==> config.mk <==
export PLATFORM = sky130hd
export DESIGN_NAME = vram_copy_ctrl_flat
export DESIGN_NICKNAME = d
export VERILOG_FILES = /design/src/rtl/vram_copy_ctrl_if.sv /design/src/rtl/vram_copy_ctrl.sv /design/src/flat_wrapper.sv
export SDC_FILE = /design/constraint.sdc
export NUM_CORES = 1
export LEC_CHECK = 0
export BUFFER_PORTS_ARGS = -buffer_cell sky130_fd_sc_hd__buf_2
export CAP_MARGIN = 5
export CORE_MARGIN = 4
export CORE_UTILIZATION = 60
export DETAILED_ROUTE_END_ITERATION = 8
export PLACE_DENSITY = 0.81
export SYNTH_ARGS = -nofsm -noshare
export SYNTH_HDL_FRONTEND = slang
export SYNTH_SLANG_ARGS = --single-unit
==> constraint.sdc <==
create_clock -name clk_sys -period 2.95 [get_ports clk_sys]
set_input_delay 0.885 -clock clk_sys [delete_from_list [all_inputs] [get_ports clk_sys]]
set_output_delay 0.885 -clock clk_sys [all_outputs]
set_load 0.03 [all_outputs]
==> src/rtl/vram_copy_ctrl_if.sv <==
// Bus bundle between the VRAM block-copy controller and the SoC: CPU config port,
// BUSRQ/BUSAK handshake, source read port and video RAM write port.
interface vram_copy_ctrl_if #(
  parameter int SRC_AW = 16,
  parameter int DST_AW = 14
);
  logic              cfg_wr;
  logic [2:0]        cfg_addr;
  logic [7:0]        cfg_data;
  logic              busrq_n;
  logic              busak_n;
  logic              src_rd;
  logic [SRC_AW-1:0] src_addr;
  logic [7:0]        src_data;
  logic              dst_wr;
  logic [DST_AW-1:0] dst_addr;
  logic [7:0]        dst_data;
  logic              progress;
  logic              done;

  modport master (
    input  cfg_wr, cfg_addr, cfg_data, busak_n, src_data,
    output busrq_n, src_rd, src_addr, dst_wr, dst_addr, dst_data, progress, done
  );

  modport slave (
    output cfg_wr, cfg_addr, cfg_data, busak_n, src_data,
    input  busrq_n, src_rd, src_addr, dst_wr, dst_addr, dst_data, progress, done
  );
endinterface

==> src/rtl/vram_copy_ctrl.sv <==
// Bus-mastering block copy from CPU address space into video RAM, one byte per clock
// once the CPU has granted the bus.
module vram_copy_ctrl #(
  parameter int SRC_AW = 16,
  parameter int DST_AW = 14
) (
  input  logic                clk_sys,
  input  logic                reset_n,
  vram_copy_ctrl_if.master    bus
);

  typedef enum logic [1:0] {IDLE, REQ, COPY, REL} state_t;

  state_t            state_q;
  logic [SRC_AW-1:0] srcReg_q;
  logic [DST_AW-1:0] dstReg_q;
  logic [13:0]       lenReg_q;
  logic [SRC_AW-1:0] curSrc_q, curSrc_d;
  logic [DST_AW-1:0] curDst_q, curDst_d;
  logic [13:0]       rdLeft_q, rdLeft_d;
  logic [13:0]       wrLeft_q, wrLeft_d;
  logic              busrqN_q;
  logic              srcRd_q;
  logic [SRC_AW-1:0] srcAddr_q;
  logic              dstWr_q;
  logic [DST_AW-1:0] dstAddr_q;
  logic              progress_q;
  logic              done_q;
  logic              startReq;

  always_comb begin
    curSrc_d = curSrc_q + SRC_AW'(1);
    curDst_d = curDst_q + DST_AW'(1);
    rdLeft_d = rdLeft_q - 14'd1;
    wrLeft_d = wrLeft_q - 14'd1;
    startReq = bus.cfg_wr && (bus.cfg_addr == 3'd6) && bus.cfg_data[0];
  end

  always_ff @(posedge clk_sys) begin
    if (!reset_n) begin
      state_q    <= IDLE;
      srcReg_q   <= '0;
      dstReg_q   <= '0;
      lenReg_q   <= '0;
      curSrc_q   <= '0;
      curDst_q   <= '0;
      rdLeft_q   <= '0;
      wrLeft_q   <= '0;
      busrqN_q   <= 1'b1;
      srcRd_q    <= 1'b0;
      srcAddr_q  <= '0;
      dstWr_q    <= 1'b0;
      dstAddr_q  <= '0;
      progress_q <= 1'b0;
      done_q     <= 1'b0;
    end else begin
      srcRd_q <= 1'b0;
      dstWr_q <= 1'b0;
      done_q  <= 1'b0;
      case (state_q)
        IDLE: begin
          busrqN_q   <= 1'b1;
          progress_q <= 1'b0;
          if (bus.cfg_wr) begin
            case (bus.cfg_addr)
              3'd0: srcReg_q <= {srcReg_q[SRC_AW-1:8], bus.cfg_data};
              3'd1: srcReg_q <= SRC_AW'({bus.cfg_data, srcReg_q[7:0]});
              3'd2: dstReg_q <= {dstReg_q[DST_AW-1:8], bus.cfg_data};
              3'd3: dstReg_q <= DST_AW'({bus.cfg_data, dstReg_q[7:0]});
              3'd4: lenReg_q <= {lenReg_q[13:8], bus.cfg_data};
              3'd5: lenReg_q <= 14'({bus.cfg_data, lenReg_q[7:0]});
              default: ;
            endcase
          end
          if (startReq) begin
            progress_q <= 1'b1;
            if (lenReg_q != 14'd0) begin
              curSrc_q <= srcReg_q;
              curDst_q <= dstReg_q;
              rdLeft_q <= lenReg_q;
              wrLeft_q <= lenReg_q;
              busrqN_q <= 1'b0;
              state_q  <= REQ;
            end else begin
              done_q  <= 1'b1;
              state_q <= REL;
            end
          end
        end
        REQ: begin
          // Grant edge already issues the first read so it appears right after BUSAK.
          if (!bus.busak_n) begin
            state_q   <= COPY;
            srcRd_q   <= 1'b1;
            srcAddr_q <= curSrc_q;
            curSrc_q  <= curSrc_d;
            rdLeft_q  <= rdLeft_d;
          end
        end
        COPY: begin
          if (rdLeft_q != 14'd0) begin
            srcRd_q   <= 1'b1;
            srcAddr_q <= curSrc_q;
            curSrc_q  <= curSrc_d;
            rdLeft_q  <= rdLeft_d;
          end
          if (srcRd_q) begin
            dstWr_q   <= 1'b1;
            dstAddr_q <= curDst_q;
            curDst_q  <= curDst_d;
            wrLeft_q  <= wrLeft_d;
          end else if (dstWr_q && (wrLeft_q == 14'd0)) begin
            busrqN_q <= 1'b1;
            done_q   <= 1'b1;
            state_q  <= REL;
          end
        end
        REL: begin
          busrqN_q   <= 1'b1;
          progress_q <= 1'b0;
          state_q    <= IDLE;
        end
        default: state_q <= IDLE;
      endcase
    end
  end

  // The source RAM output is itself a register, so it feeds the write port directly.
  assign bus.dst_data = dstWr_q ? bus.src_data : 8'h00;
  assign bus.busrq_n  = busrqN_q;
  assign bus.src_rd   = srcRd_q;
  assign bus.src_addr = srcAddr_q;
  assign bus.dst_wr   = dstWr_q;
  assign bus.dst_addr = dstAddr_q;
  assign bus.progress = progress_q;
  assign bus.done     = done_q;

endmodule
==> src/flat_wrapper.sv <==
// flat-port wrapper written by rule: the top's interface ports become plain ports
module vram_copy_ctrl_flat 
#(
  parameter int SRC_AW = 16,
  parameter int DST_AW = 14
)
  (clk_sys, reset_n, bus_cfg_wr, bus_cfg_addr, bus_cfg_data, bus_busak_n, bus_src_data, bus_busrq_n, bus_src_rd, bus_src_addr, bus_dst_wr, bus_dst_addr, bus_dst_data, bus_progress, bus_done);
  vram_copy_ctrl_if #(.SRC_AW(SRC_AW), .DST_AW(DST_AW)) bus_i ();
  input  logic clk_sys;
  input  logic reset_n;
  input wire logic [$bits(bus_i.cfg_wr)-1:0] bus_cfg_wr;
  input wire logic [$bits(bus_i.cfg_addr)-1:0] bus_cfg_addr;
  input wire logic [$bits(bus_i.cfg_data)-1:0] bus_cfg_data;
  input wire logic [$bits(bus_i.busak_n)-1:0] bus_busak_n;
  input wire logic [$bits(bus_i.src_data)-1:0] bus_src_data;
  output wire logic [$bits(bus_i.busrq_n)-1:0] bus_busrq_n;
  output wire logic [$bits(bus_i.src_rd)-1:0] bus_src_rd;
  output wire logic [$bits(bus_i.src_addr)-1:0] bus_src_addr;
  output wire logic [$bits(bus_i.dst_wr)-1:0] bus_dst_wr;
  output wire logic [$bits(bus_i.dst_addr)-1:0] bus_dst_addr;
  output wire logic [$bits(bus_i.dst_data)-1:0] bus_dst_data;
  output wire logic [$bits(bus_i.progress)-1:0] bus_progress;
  output wire logic [$bits(bus_i.done)-1:0] bus_done;
  assign bus_i.cfg_wr = bus_cfg_wr;
  assign bus_i.cfg_addr = bus_cfg_addr;
  assign bus_i.cfg_data = bus_cfg_data;
  assign bus_i.busak_n = bus_busak_n;
  assign bus_i.src_data = bus_src_data;
  assign bus_busrq_n = bus_i.busrq_n;
  assign bus_src_rd = bus_i.src_rd;
  assign bus_src_addr = bus_i.src_addr;
  assign bus_dst_wr = bus_i.dst_wr;
  assign bus_dst_addr = bus_i.dst_addr;
  assign bus_dst_data = bus_i.dst_data;
  assign bus_progress = bus_i.progress;
  assign bus_done = bus_i.done;
  vram_copy_ctrl #(.SRC_AW(SRC_AW), .DST_AW(DST_AW)) u_core (.clk_sys(clk_sys), .reset_n(reset_n), .bus(bus_i));
endmodule
==> results.sh <==
export IMPL_final_cell_area_sq_um=8070
export IMPL_rrSetupSlack_ps=460
export IMPL_postSynthCellCount=866
export IMPL_cts_setup_buffers=0
export IMPL_power_switching_mw=2.88
export IMPL_holdPathStages=2
export IMPL_slowest_stage="a21o_1"
export IMPL_p_clk_share_pct=31.0
export IMPL_synth_distinct_cells=76
export IMPL_core_area_sq_um=11400
export IMPL_fin_tns_setup_ps=0
export IMPL_run_status="complete, no violations"
export IMPL_grt_use_total_pct=29.4
export IMPL_fin_crit_sh_pct=84.4
export IMPL_internal_power_mw=4.50
export IMPL_arrival_ps=2820
export IMPL_cts_resized=0
export IMPL_switching_share_pct=39.1
export IMPL_critical_path_class="reg2reg"
export IMPL_setup_viol=0
export IMPL_synthesis_area_sq_um=6980
export IMPL_wl_met2_mm=9.30
export IMPL_grt_max_degree=78
export IMPL_synth_async_reset_ratio_pct=0
export IMPL_dr_pass1_iters=7
export IMPL_multi_input_area_sq_um=3850
export IMPL_synth_main_ff_cell="dfxtp_1"
export IMPL_hold_buffers=0
export IMPL_top_layer_used="met4"
export IMPL_clockRootBuffer="clkbuf_16"
export IMPL_via_per_inst=6.53
export IMPL_crit_chain="inv_1, ha_1, and2_1, o211a_1, a21o_1, a21oi_1, a311oi_1"
export IMPL_final_max_slew_violation_count=0
export IMPL_fin_nets=941
export IMPL_worstPathRequired_ps=3280
export IMPL_max_slew_margin_pct=39.8
export IMPL_synth_warnings=0
export IMPL_rsz0062_at_grt="false"
export IMPL_drt_iter0_drc=687
export IMPL_finalHoldViolations=0
export IMPL_ys_seq_area_share_pct=39.8
export IMPL_clk_pin_slew_ps=60
export IMPL_synth_edf_count=0
export IMPL_regArea_sq_um=2780
export IMPL_synth_fp_nets=899
export IMPL_clock_skew_ps=6.59
export IMPL_syn_avg_cell_area_sq_um=8.06
export IMPL_rows=39
export IMPL_detail_route_antenna_nets=0
export IMPL_dpl_cell_area_sq_um=7430
export IMPL_p_per_area_nw_per_um2=915
export IMPL_holdWs_ps=449
export IMPL_die_w_um=116
export IMPL_remaining_drc_errors=0
export IMPL_worstMarginPinSlew_ps=896
export IMPL_p_seq_share_pct=28.6
export IMPL_comb_power_share_pct=40.4
export IMPL_slowest_delay_ps=540
export IMPL_numCtsBuffers=17
export IMPL_ios=66
export IMPL_areaGrowthSynthToFinish_pct=15.5
export IMPL_layout_min_cycle_time_ps=2490
export IMPL_end_kind="flip-flop"
export IMPL_synth_top_area_share_pct=39.8
export IMPL_initial_core_util_pct=61.2
export IMPL_wirelength_met1_mm=8.09
export IMPL_ys_top_cells_by_area="dfxtp_1, a21oi_1, nand2_1"
export IMPL_cts_tree="done"
export IMPL_crit_path_start="u_core.state_q[0]$_SDFFE_PN0P_"
export IMPL_clockBufferDepth=2
export IMPL_hp_class="reg2reg"
export IMPL_min_to="u_core.bus.dst_addr[11]$_SDFFE_PN0P_"
export IMPL_dieArea_sq_um=13400
export IMPL_die_height_um=116
export IMPL_max_cap_violations=0
export IMPL_cts_max_level=4
export IMPL_start_kind="flip-flop"
export IMPL_r2r_start="u_core.state_q[0]$_SDFFE_PN0P_"
export IMPL_cts_sinks=139
export IMPL_grt_pass1_wl_mm=31.8
export IMPL_fillers=867
export IMPL_path_max_fanout=17
export IMPL_grt_pass1_vias=6435
export IMPL_dp_hpwl_mm=12.8
export IMPL_diodes=0
export IMPL_place_congestion=0.914
export IMPL_r2r_cells=7
export IMPL_insertion_delay_ps=420
export IMPL_grt_overflow=0
export IMPL_min_from="u_core.bus.dst_addr[11]$_SDFFE_PN0P_"
export IMPL_power_leakage_nw=3.04
export IMPL_grt_antenna_before_repair=0
export IMPL_synth_top_cell_by_area="dfxtp_1"
export IMPL_vias=6953
export IMPL_totalWireLength_mm=19.6
export IMPL_wl_met3_mm=1.57
export IMPL_drive_gt1_share_pct=15.5
export IMPL_reg2reg_to="u_core.curDst_q[0]$_SDFFE_PN0P_"
export IMPL_io_buffers=65
export IMPL_vdd_ir_drop_max_uv=826
export IMPL_max_freq_ghz=0.402
export IMPL_wl_per_cell_um=18.4
export IMPL_synth_seq_cells=139
-- metrics by stage --
stage / total power, mW / setup slack (ps) / utilization (%) / cells
final: 7.39 / 460 / 70.7 / 1064
after global routing: 7.75 / 251 / 70.7 / 1064
after CTS: 7.33 / 470 / 70.7 / 1064
after detailed placement: 5.04 / 227 / 65.1 / 1032
after global placement: 4.95 / 275 / 65.1 / 1032
after floorplan: 4.36 / 419 / - / 866
-- placed cells by master (no fill, tap or decap), types with 4 or more instances in the layout --
| cell type | Yosys | routed |
|---|---|---|
| dfxtp_1 | 139 | 139 |
| nand2_1 | 115 | 115 |
| a21oi_1 | 88 | 87 |
| nor2_1 | 81 | 81 |
| buf_2 | 13 | 65 |
| nand3_1 | 45 | 45 |
| mux2i_1 | 40 | 40 |
| o21ai_0 | 24 | 24 |
| nor3_1 | 20 | 20 |
| inv_1 | 20 | 20 |
| buf_4 | 1 | 18 |
| clkbuf_16 | 0 | 17 |
| a31oi_1 | 15 | 15 |
| o31ai_1 | 15 | 15 |
| nor2b_1 | 12 | 12 |
| nand4_1 | 12 | 12 |
| and2_1 | 12 | 12 |
| nor4_1 | 10 | 10 |
| ha_1 | 10 | 10 |
| o22ai_1 | 9 | 9 |
| nand3b_1 | 8 | 8 |
| and3_1 | 7 | 7 |
| o32ai_1 | 7 | 7 |
| o311ai_0 | 7 | 7 |
| nand2b_1 | 6 | 6 |
| o31a_1 | 5 | 5 |
| a211oi_1 | 5 | 5 |
| a21o_1 | 5 | 5 |
| o221a_2 | 5 | 5 |
| o21a_1 | 4 | 4 |
| a21boi_0 | 4 | 4 |
| a31o_2 | 4 | 4 |
| clkinv_2 | 0 | 4 |
| o211ai_1 | 4 | 4 |
| o311ai_1 | 4 | 4 |
| bufinv_16 | 0 | 4 |
| buf_12 | 0 | 4 |
-- logic make-up (layout without fill, tap and decap cells) --
family                   count (synthesis)  after routing  share of synthesized area (%)
AND/OR/NAND/NOR                        358            358                           25.0
AO/OA/AOI/OAI                          233            233                           22.5
XOR/XNOR                                 1              1                          0.125
adder cells (fa/ha/maj)                 10             10                           1.79
multiplexers                            40             40                           5.73
flip-flops                             139            139                           39.8
buffers and inverters                   85            140                           5.09
-- Yosys cell counts (8+ instances only) --
master    number
nor2_1        81
o31ai_1       15
nand2_1      115
nand3b_1       8
and2_1        12
mux2i_1       40
a21oi_1       88
ha_1          10
nor3_1        20
nand4_1       12
o22ai_1        9
a31oi_1       15
nand3_1       45
buf_2         13
dfxtp_1      139
o21ai_0       24
inv_1         20
clkbuf_1      43
nor4_1        10
nor2b_1       12
-- state kept, by name, summed over array words and instances (netlist names) --
| signal | count |
|---|---|
| u_core.bus.src_addr | 16 |
| u_core.curSrc_q | 16 |
| u_core.srcReg_q | 16 |
| u_core.bus.dst_addr | 14 |
| u_core.curDst_q | 14 |
| u_core.dstReg_q | 14 |
| u_core.lenReg_q | 14 |
| u_core.rdLeft_q | 14 |
| u_core.wrLeft_q | 14 |
| u_core.state_q | 2 |
| u_core.bus.busrq_n | 1 |
| u_core.bus.done | 1 |
| u_core.bus.dst_wr | 1 |
| u_core.bus.progress | 1 |
| u_core.bus.src_rd | 1 |
-- power groups by stage --
stage	Sequential, mW	Clock (mW)	Combinational [mW]
after global placement	2.14	0	2.81
after floorplan	2.12	0	2.24
after global routing	2.12	2.40	3.22
final	2.11	2.29	2.98
after detailed placement	2.14	0	2.90
after CTS	2.11	2.30	2.92
-- critical path: cells and delay by family, from the launching register on --
family	cells	cell delay [ps]
AND/OR/NAND/NOR	1	510
flip-flops	1	340
AO/OA/AOI/OAI	4	1230
buffers and inverters	1	110
adder cells (fa/ha/maj)	1	190
-- layer usage --
| layer | vias to the layer above | global-route usage [%] |
|---|---|---|
| li1 | 3236 | - |
| met3 | 71 | 6.84 |
| met5 | - | 0 |
| met4 | 0 | 13.1 |
| met2 | 336 | 47.1 |
| met1 | 3310 | 38.1 |
-- worst max path at each step --
stage               cells after the start                         endpoint  slack, ps
floorplan                               7  u_core.rdLeft_q[5]$_SDFFE_PN0P_        420
detailed placement                      7  u_core.rdLeft_q[6]$_SDFFE_PN0P_        230
finish                                  7  u_core.curDst_q[0]$_SDFFE_PN0P_        460
global placement                        7  u_core.rdLeft_q[5]$_SDFFE_PN0P_        270
CTS                                     7  u_core.curDst_q[0]$_SDFFE_PN0P_        470
global route                            7  u_core.curDst_q[0]$_SDFFE_PN0P_        250
-- layout make-up --
type | count | share of cell area [%]
inverters | 21 | 0.992
clock buffers | 21 | 5.83
well taps | 143 | 2.22
flip-flops and latches | 139 | 34.5
repair buffers | 87 | 6.70
multi-input cells | 642 | 47.7
clock inverters | 11 | 2.06
No activity file was read; power rests on OpenSTA's default activity.
